$ cat config.mk
export PLATFORM = sky130hd
export DESIGN_NAME = vector_mem_responder
export DESIGN_NICKNAME = d
export VERILOG_FILES = /design/src/rtl/vector_mem_responder.sv
export SDC_FILE = /design/constraint.sdc
export NUM_CORES = 1
export LEC_CHECK = 0
export CELL_PAD_IN_SITES_DETAIL_PLACEMENT = 0
export CELL_PAD_IN_SITES_GLOBAL_PLACEMENT = 2
export CORE_MARGIN = 5
export CORE_UTILIZATION = 30
export DETAILED_ROUTE_END_ITERATION = 8
export PLACE_DENSITY_LB_ADDON = 0.1
export SLEW_MARGIN = 40
export SYNTH_ARGS = -nofsm -noshare
export SYNTH_HDL_FRONTEND = slang
export SYNTH_SLANG_ARGS = --single-unit
export TNS_END_PERCENT = 10
$ cat constraint.sdc
create_clock -name clk -period 4.2 [get_ports clk]
set_input_delay 0.42 -clock clk [delete_from_list [all_inputs] [get_ports clk]]
set_output_delay 0.42 -clock clk [all_outputs]
set_load 0.01 [all_outputs]
$ cat src/rtl/vector_mem_responder.sv
// vector_mem_responder
//   Data-memory side of the load/store interface. Takes one scalar (1 beat)
//   or vector (LANES beats) request, plays it onto a single-port synchronous
//   RAM as N-bit beats, stalls the pipeline meanwhile and returns a one-cycle
//   response with V-bit read data and an address-limit error flag.
// Ports
//   clk, rst                 clock; synchronous active-low reset
//   req_valid/we/vec         request strobe, store/load, vector/scalar
//   req_addr, req_wdata      byte address (bits [1:0] ignored), store data
//   stall                    hold the pipeline
//   rsp_valid/rdata/err      response pulse, load data, limit violation
//   ram_addr/we/wdata        RAM command (driven only in ISSUE)
//   ram_rdata                RAM read data, one cycle after ram_addr
module vector_mem_responder #(
    parameter int unsigned  N     = 32,
    parameter int unsigned  V     = 128,
    parameter logic [N-1:0] LIMIT = 32'h4AFFF
) (
    input  logic         clk,
    input  logic         rst,
    input  logic         req_valid,
    input  logic         req_we,
    input  logic         req_vec,
    input  logic [N-1:0] req_addr,
    input  logic [V-1:0] req_wdata,
    output logic         stall,
    output logic         rsp_valid,
    output logic [V-1:0] rsp_rdata,
    output logic         rsp_err,
    output logic [N-1:0] ram_addr,
    output logic         ram_we,
    output logic [N-1:0] ram_wdata,
    input  logic [N-1:0] ram_rdata
);
    localparam int unsigned LANES = V / N;
    localparam int unsigned BW    = $clog2(LANES);

    typedef enum logic [1:0] {IDLE, ISSUE, LAST, RESP} state_t;

    state_t         state_q, state_d;
    logic [BW-1:0]  beat_q, beat_d;
    logic           we_q, we_d;
    logic           vec_q, vec_d;
    logic [N-1:0]   base_q, base_d;
    logic [V-1:0]   wdata_q, wdata_d;
    logic [V-1:0]   acc_q, acc_d;
    logic           rsp_valid_q, rsp_valid_d;
    logic [V-1:0]   rsp_rdata_q, rsp_rdata_d;
    logic           rsp_err_q, rsp_err_d;

    logic [N-1:0]   req_base;
    logic [N:0]     span_end;
    logic           range_err;
    logic           last_beat;
    logic [BW-1:0]  prev_beat;

    // Range check uses one extra bit so a base near 2^N that wraps past the
    // top of the address space is caught as out of range.
    always_comb begin
        req_base  = req_addr & ~N'(3);
        span_end  = {1'b0, req_base} + (req_vec ? (N+1)'(4*LANES - 1) : (N+1)'(3));
        range_err = span_end > {1'b0, LIMIT};
        last_beat = beat_q == (vec_q ? BW'(LANES - 1) : BW'(0));
        prev_beat = beat_q - BW'(1);
    end

    always_comb begin
        state_d     = state_q;
        beat_d      = beat_q;
        we_d        = we_q;
        vec_d       = vec_q;
        base_d      = base_q;
        wdata_d     = wdata_q;
        acc_d       = acc_q;
        rsp_valid_d = 1'b0;
        rsp_rdata_d = rsp_rdata_q;
        rsp_err_d   = rsp_err_q;
        case (state_q)
            IDLE: begin
                if (req_valid) begin
                    we_d    = req_we;
                    vec_d   = req_vec;
                    base_d  = req_base;
                    wdata_d = req_wdata;
                    acc_d   = '0;
                    beat_d  = '0;
                    if (range_err) begin
                        state_d     = RESP;
                        rsp_valid_d = 1'b1;
                        rsp_rdata_d = '0;
                        rsp_err_d   = 1'b1;
                    end else begin
                        state_d = ISSUE;
                    end
                end
            end
            ISSUE: begin
                // RAM data lags the address by one cycle, so beat k lands
                // the word requested by beat k-1.
                if (!we_q && beat_q != '0)
                    acc_d[prev_beat*N +: N] = ram_rdata;
                if (last_beat) begin
                    // beat_q is kept so LAST knows which lane is still owed.
                    if (we_q) begin
                        state_d     = RESP;
                        rsp_valid_d = 1'b1;
                        rsp_rdata_d = '0;
                        rsp_err_d   = 1'b0;
                    end else begin
                        state_d = LAST;
                    end
                end else begin
                    beat_d = beat_q + BW'(1);
                end
            end
            LAST: begin
                acc_d[beat_q*N +: N] = ram_rdata;
                state_d     = RESP;
                rsp_valid_d = 1'b1;
                rsp_rdata_d = acc_d;
                rsp_err_d   = 1'b0;
            end
            RESP: begin
                state_d = IDLE;
            end
            default: state_d = IDLE;
        endcase
    end

    always_ff @(posedge clk) begin
        if (!rst) begin
            state_q     <= IDLE;
            beat_q      <= '0;
            we_q        <= 1'b0;
            vec_q       <= 1'b0;
            base_q      <= '0;
            wdata_q     <= '0;
            acc_q       <= '0;
            rsp_valid_q <= 1'b0;
            rsp_rdata_q <= '0;
            rsp_err_q   <= 1'b0;
        end else begin
            state_q     <= state_d;
            beat_q      <= beat_d;
            we_q        <= we_d;
            vec_q       <= vec_d;
            base_q      <= base_d;
            wdata_q     <= wdata_d;
            acc_q       <= acc_d;
            rsp_valid_q <= rsp_valid_d;
            rsp_rdata_q <= rsp_rdata_d;
            rsp_err_q   <= rsp_err_d;
        end
    end

    // RAM command and stall are gated by reset so an aborted access stops
    // writing in the very cycle reset is seen.
    always_comb begin
        ram_we    = 1'b0;
        ram_addr  = '0;
        ram_wdata = '0;
        stall     = 1'b0;
        if (rst) begin
            case (state_q)
                IDLE:  stall = req_valid;
                ISSUE: begin
                    stall     = 1'b1;
                    ram_we    = we_q;
                    ram_addr  = base_q + (N'(beat_q) << 2);
                    ram_wdata = wdata_q[beat_q*N +: N];
                end
                LAST:    stall = 1'b1;
                default: stall = 1'b0;
            endcase
        end
    end

    assign rsp_valid = rsp_valid_q;
    assign rsp_rdata = rsp_rdata_q;
    assign rsp_err   = rsp_err_q;
endmodule

# After elaboration in Yosys (flattened, before gate mapping)
# Cells that the tools add are included.
# W data, S select, Z words.
# word_totals
output_inout_bits,196
input_bits,197
wordCells,82
ff_bits,422
# classes
n_eq_ne,10
addsub,6
n_lt_le_gt_ge,1
muxes,38
n_shift,5
reduce_logical,12
# op_table
cell,n
$mux W128,6
$pmux W128 S3,2
$bwmux W128,2
$shift A32 B34 Y128 const A,2
$shiftx A32 B34 Y128,2
$mux W32,4
$shiftx A128 B8 Y32,1
$neg A7 Y34,2
$add A32 B4 Y33,1
$gt A33 B19 Y1 const B,1
$add A32 B4 Y32,1
$mux W1,12
$mux W2,6
$ne A2 B2 Y1 const B,6
$pmux W2 S4,1
$pmux W1 S3,2
$reduce_and A3 Y1,2
$reduce_and A5 Y1,1
$eq A2 B2 Y1 const B,2
$mux W4,1
$pmux W2 S2,1
$reduce_and A2 Y1,2
$reduce_bool A2 Y1,2
$reduce_bool A3 Y1,1
other kinds (9),9

# Depth between registers and ports, before layout
# depth
depth_word,6
depth_mapped,14
ltp_nobuf,10

# Worst setup path before layout
# No wires, ideal clock.
# synth_timing
path_kind,input to register
startpoint,input req_vec
endpoint,"register rsp_rdata_q[100], in the netlist rsp_rdata[100]"
required_time_ps,4081
cell_stages,12
setup_time_ps,119
path_buffers,2
slack_ps,1086
t_arrival_ps,2995
cell_sequence,ha_1 > fa_1 > nand4_1 > xor2_1 > or4b_1 > a22o_1 > a21o_1 > o2111ai_2 > o2111ai_2 > buf_8 > buf_8 > mux2i_1
# synth_via
elab_chain_cells,5
# synth_lines
item,line_no,text
from (decl),23,"input logic req_vec,"
$mux W4,61,"span_end = {1'b0, req_base} + (req_vec ? (N+1)'(4*LANES - 1) : (N+1)'(3));"
$add A32 B4 Y33,61,
$gt A33 B19 Y1,62,"range_err = span_end > {1'b0, LIMIT};"
$ne A2 B2 Y1 (no line),n/a,
$reduce_and A5 Y1 (no line),n/a,
to (signal assigned),151,rsp_rdata_q <= rsp_rdata_d;
to (decl),48,"logic [V-1:0] rsp_rdata_q, rsp_rdata_d;"
# No other way between the ends.
# A chain may end at the register's enable or synchronous reset.

# Final worst setup path
# layout_timing
startpoint,register beat_q[1]
endpoint,output ram_addr[31]
# layout_via
elab_chain_cells,3
# layout_lines
item,line_no,text
from (decl),41,"logic [BW-1:0] beat_q, beat_d;"
from (signal assigned),144,beat_q <= beat_d;
$add A32 B4 Y32,169,ram_addr = base_q + (N'(beat_q) << 2);
$mux W32,164,case (state_q)
$mux W32,163,if (rst) begin
to (decl),30,"output logic [N-1:0] ram_addr,"
# No other way between the ends.

==> qor.csv <==
metric,value,unit
height of the die,290,um
setup TNS,0,ns
CTS tree,built,
part of the power in registers,32.2,%
Slowest cell on crit path,clkdlybuf4s50_1,
crit share post-route,93.8,%
dpl hpwl,64.6,mm
unrepaired setup endpoints after global routing,no,
critical path type,reg -> out,
worst path arrival time,3.52,ns
H-Tree Depth,2,
Seq cells post-synth,422,
antenna violations before repair,5,
Clock Sinks,422,
hold path depth,2,
Worst path top cell family by delay,simple AND/OR/NAND/NOR gates,
Hold Path Class,in -> reg,
leading area contributor after synthesis,dfxtp_1,
fin util,39.2,%
normalized max-slew margin,45.3,%
share of cells above drive strength 1,6.81,%
total chip power,14.5,mW
Max clock buf depth,3,
first-pass GRT wire length,143,mm
placed cell count,4452,
Post-Place Worst Slack,0.0101,ns
"Hold Vio Cnt, Final",0,
Vias,23261,
final net count,3682,
DRT Pass-1 Iters,5,
antenna-violating nets left,0,
GPL Wtd Cong,0.803,
worst vdd ir,0.707,mV
flop2flop setup slack,1.10,ns
PD cells,479,nW/um^2
Fmax,0.254,GHz
Post-Synthesis Mean Instance Area,7.27,um^2
YS warnings,0,
core region area,77500,um^2
CTS buffer count,52,
Worst Hold End,wdata_q[26],
Via-to-Cell Ratio,5.11,
fin cells,4556,
number of distinct library cells after synthesis,62,
Worst-Margin Slew,0.820,ns
clk_lat worst skew,0.62,ns
Synth Flop Type,dfxtp_1,
GRT Residual Overflow,0,
Synth async-reset ratio,0,%
# rows,102,
startpoint types,flop,
CTS Hold Buffers Added,0,
WP buf/inv,1,
Comb power frac,33.8,%
DRT iter0 DRCs,1407,
cell count of the worst reg-to-reg path,12,
max cap viols,0,
Syn Inst Count,3222,
vias in the first global route,23064,
clock network power share,34.0,%
Hold WS,0.208,ns
run status,"finished, final reports clean",
Tmin final,3.94,ns
Int Power,9.11,mW
DIE AREA,83800,um^2
worst-path maximum fanout,5,
I/O Pins,393,
"EDFF count, synth",0,
CTS Root Cell,clkbuf_16,
Placed Instance Area,28400,um^2
CP Capture Type,output pin,
Clock transition at path regs,0.06,ns
crit path launch,beat_q[1],
worst hold start,rst,
"top cells by area, synth","dfxtp_1 36%, nand2_1 11%, o21ai_0 5.7%",
Area Growth Syn to Fin,29.4,%
Yosys top cell area share,36.0,%
sw power,5.41,mW
Starting Density,30.3,%
"Seq/Total Area, Yosys",36.0,%
Post-Syn Area,23400,um^2
Reg-to-Reg End,acc_q[40],
Finish-stage setup viols,0,
most frequent cell after synthesis,nand2_1,
Slew Limit Fails,0,
DRC,0,
Avg WL per Cell,20.9,um
clk_skew,0.0108,ns
final-layout fill cell count,8127,
"slowest stage delay, CP",0.56,ns
post-route cell area,30300,um^2
critical path cell sequence,ha_1 -> a21o_1 -> and2_0 -> and4_1 -> nand2b_4 -> or2_2 -> or3_1 -> a21oi_1 -> clkdlybuf4s50_1,
final setup margin,0.262,ns
port bufs,388,
most frequent cells after synthesis,"680 x nand2_1, 422 x dfxtp_1, 277 x nor2_1, 266 x o21ai_0, 259 x a21oi_1",
RR Startpoint,beat_q[0],
gr usage total,21.9,%
Switching Fraction,37.3,%
Die Span X,290,um
total wire length,95.3,mm
pin count of the biggest net entering global routing,162,
leakage dissipation,10.6,nW
Required @ worst endpoint,3.78,ns
[logic make-up after synthesis]
kind of cell             count (synthesis)  share of synthesized area [%]
AO/OA/AOI/OAI                          732                           17.9
XOR/XNOR                                31                           1.16
adder cells (fa/ha/maj)                 16                          0.918
buffers and inverters                  419                           7.39
flip-flops                             422                           36.0
multiplexers                           164                           8.71
other                                    1                         0.0160
AND/OR/NAND/NOR                       1437                           27.8
[power groups by stage]
stage / clock, mW / combinational, mW / sequential (mW)
finish: 4.94 / 4.91 / 4.67
global route: 5.22 / 5.30 / 4.72
CTS: 5.09 / 4.93 / 4.67
detailed placement: 0 / 4.91 / 4.76
global placement: 0 / 4.87 / 4.74
floorplan: 0 / 3.26 / 4.70
[sequential cells by signal, summed over array words and instances (netlist names)]
signal     cells
acc_q        128
we_q           1
rsp_rdata    128
base_q        30
beat_q         2
rsp_valid      1
state_q        2
rsp_err        1
wdata_q      128
vec_q          1
[worst register-to-register path, delay by kind of cell (launching register included)]
| family | cells | cell delay [ns] |
|---|---|---|
| buffers and inverters | 3 | 0.97 |
| and+or+nand+nor | 5 | 0.89 |
| adders and majority gates | 1 | 0.60 |
| DFF | 1 | 0.36 |
| AOI/OAI and AO/OA | 3 | 0.20 |
[layout by cell type (no fill, tap or decap), drive strengths merged, types with 10 or more instances in the layout]
master / count
mux4: 32
clkdlybuf4s50: 387
o22ai: 12
nand2: 681
mux2i: 132
a21oi: 259
ha: 14
xnor2: 10
and3: 11
clkinv: 12
a21boi: 163
nor2: 277
nand4: 88
inv: 143
o21ai: 266
and2: 136
clkbuf: 74
dfxtp: 422
nor4: 10
nand3: 117
xor2: 21
nor2b: 75
buf: 82
[routing by layer]
metal	global-route usage, %	up-vias	routed length, um
li1	-	11261	-
met1	29.1	11254	42000
met2	36.7	625	45100
met3	3.26	119	5270
met4	6.99	2	2910
met5	0	-	13
[worst max-delay path by stage]
stage | end | slack [ns] | cells past startpoint
final | ram_addr[31] | 0.26 | 9
after global routing | ram_addr[30] | 0.006 | 10
after CTS | ram_addr[30] | 0.09 | 10
after detailed placement | rsp_rdata[51] | 0.01 | 14
after global placement | rsp_rdata[73] | 0.08 | 14
after floorplan | rsp_rdata[100] | 1.09 | 12
[repair_timing]
action                                  CTS  global route
endpoints found under the setup margin    0             4
buffers inserted                          0             0
resized for setup                         0             2
[final cells by class]
class	count	area (um^2)	area share (%)
multi-input combinational	2382	13400	44.2
timing repair buffer	469	4740	15.6
clock inverter	23	338	1.11
clock buffer	74	1550	5.12
sequential	422	8450	27.9
antenna	4	10.0	0.0330
inverter	142	534	1.76
tap	1040	1300	4.29
(Power assumes the default switching activity.)
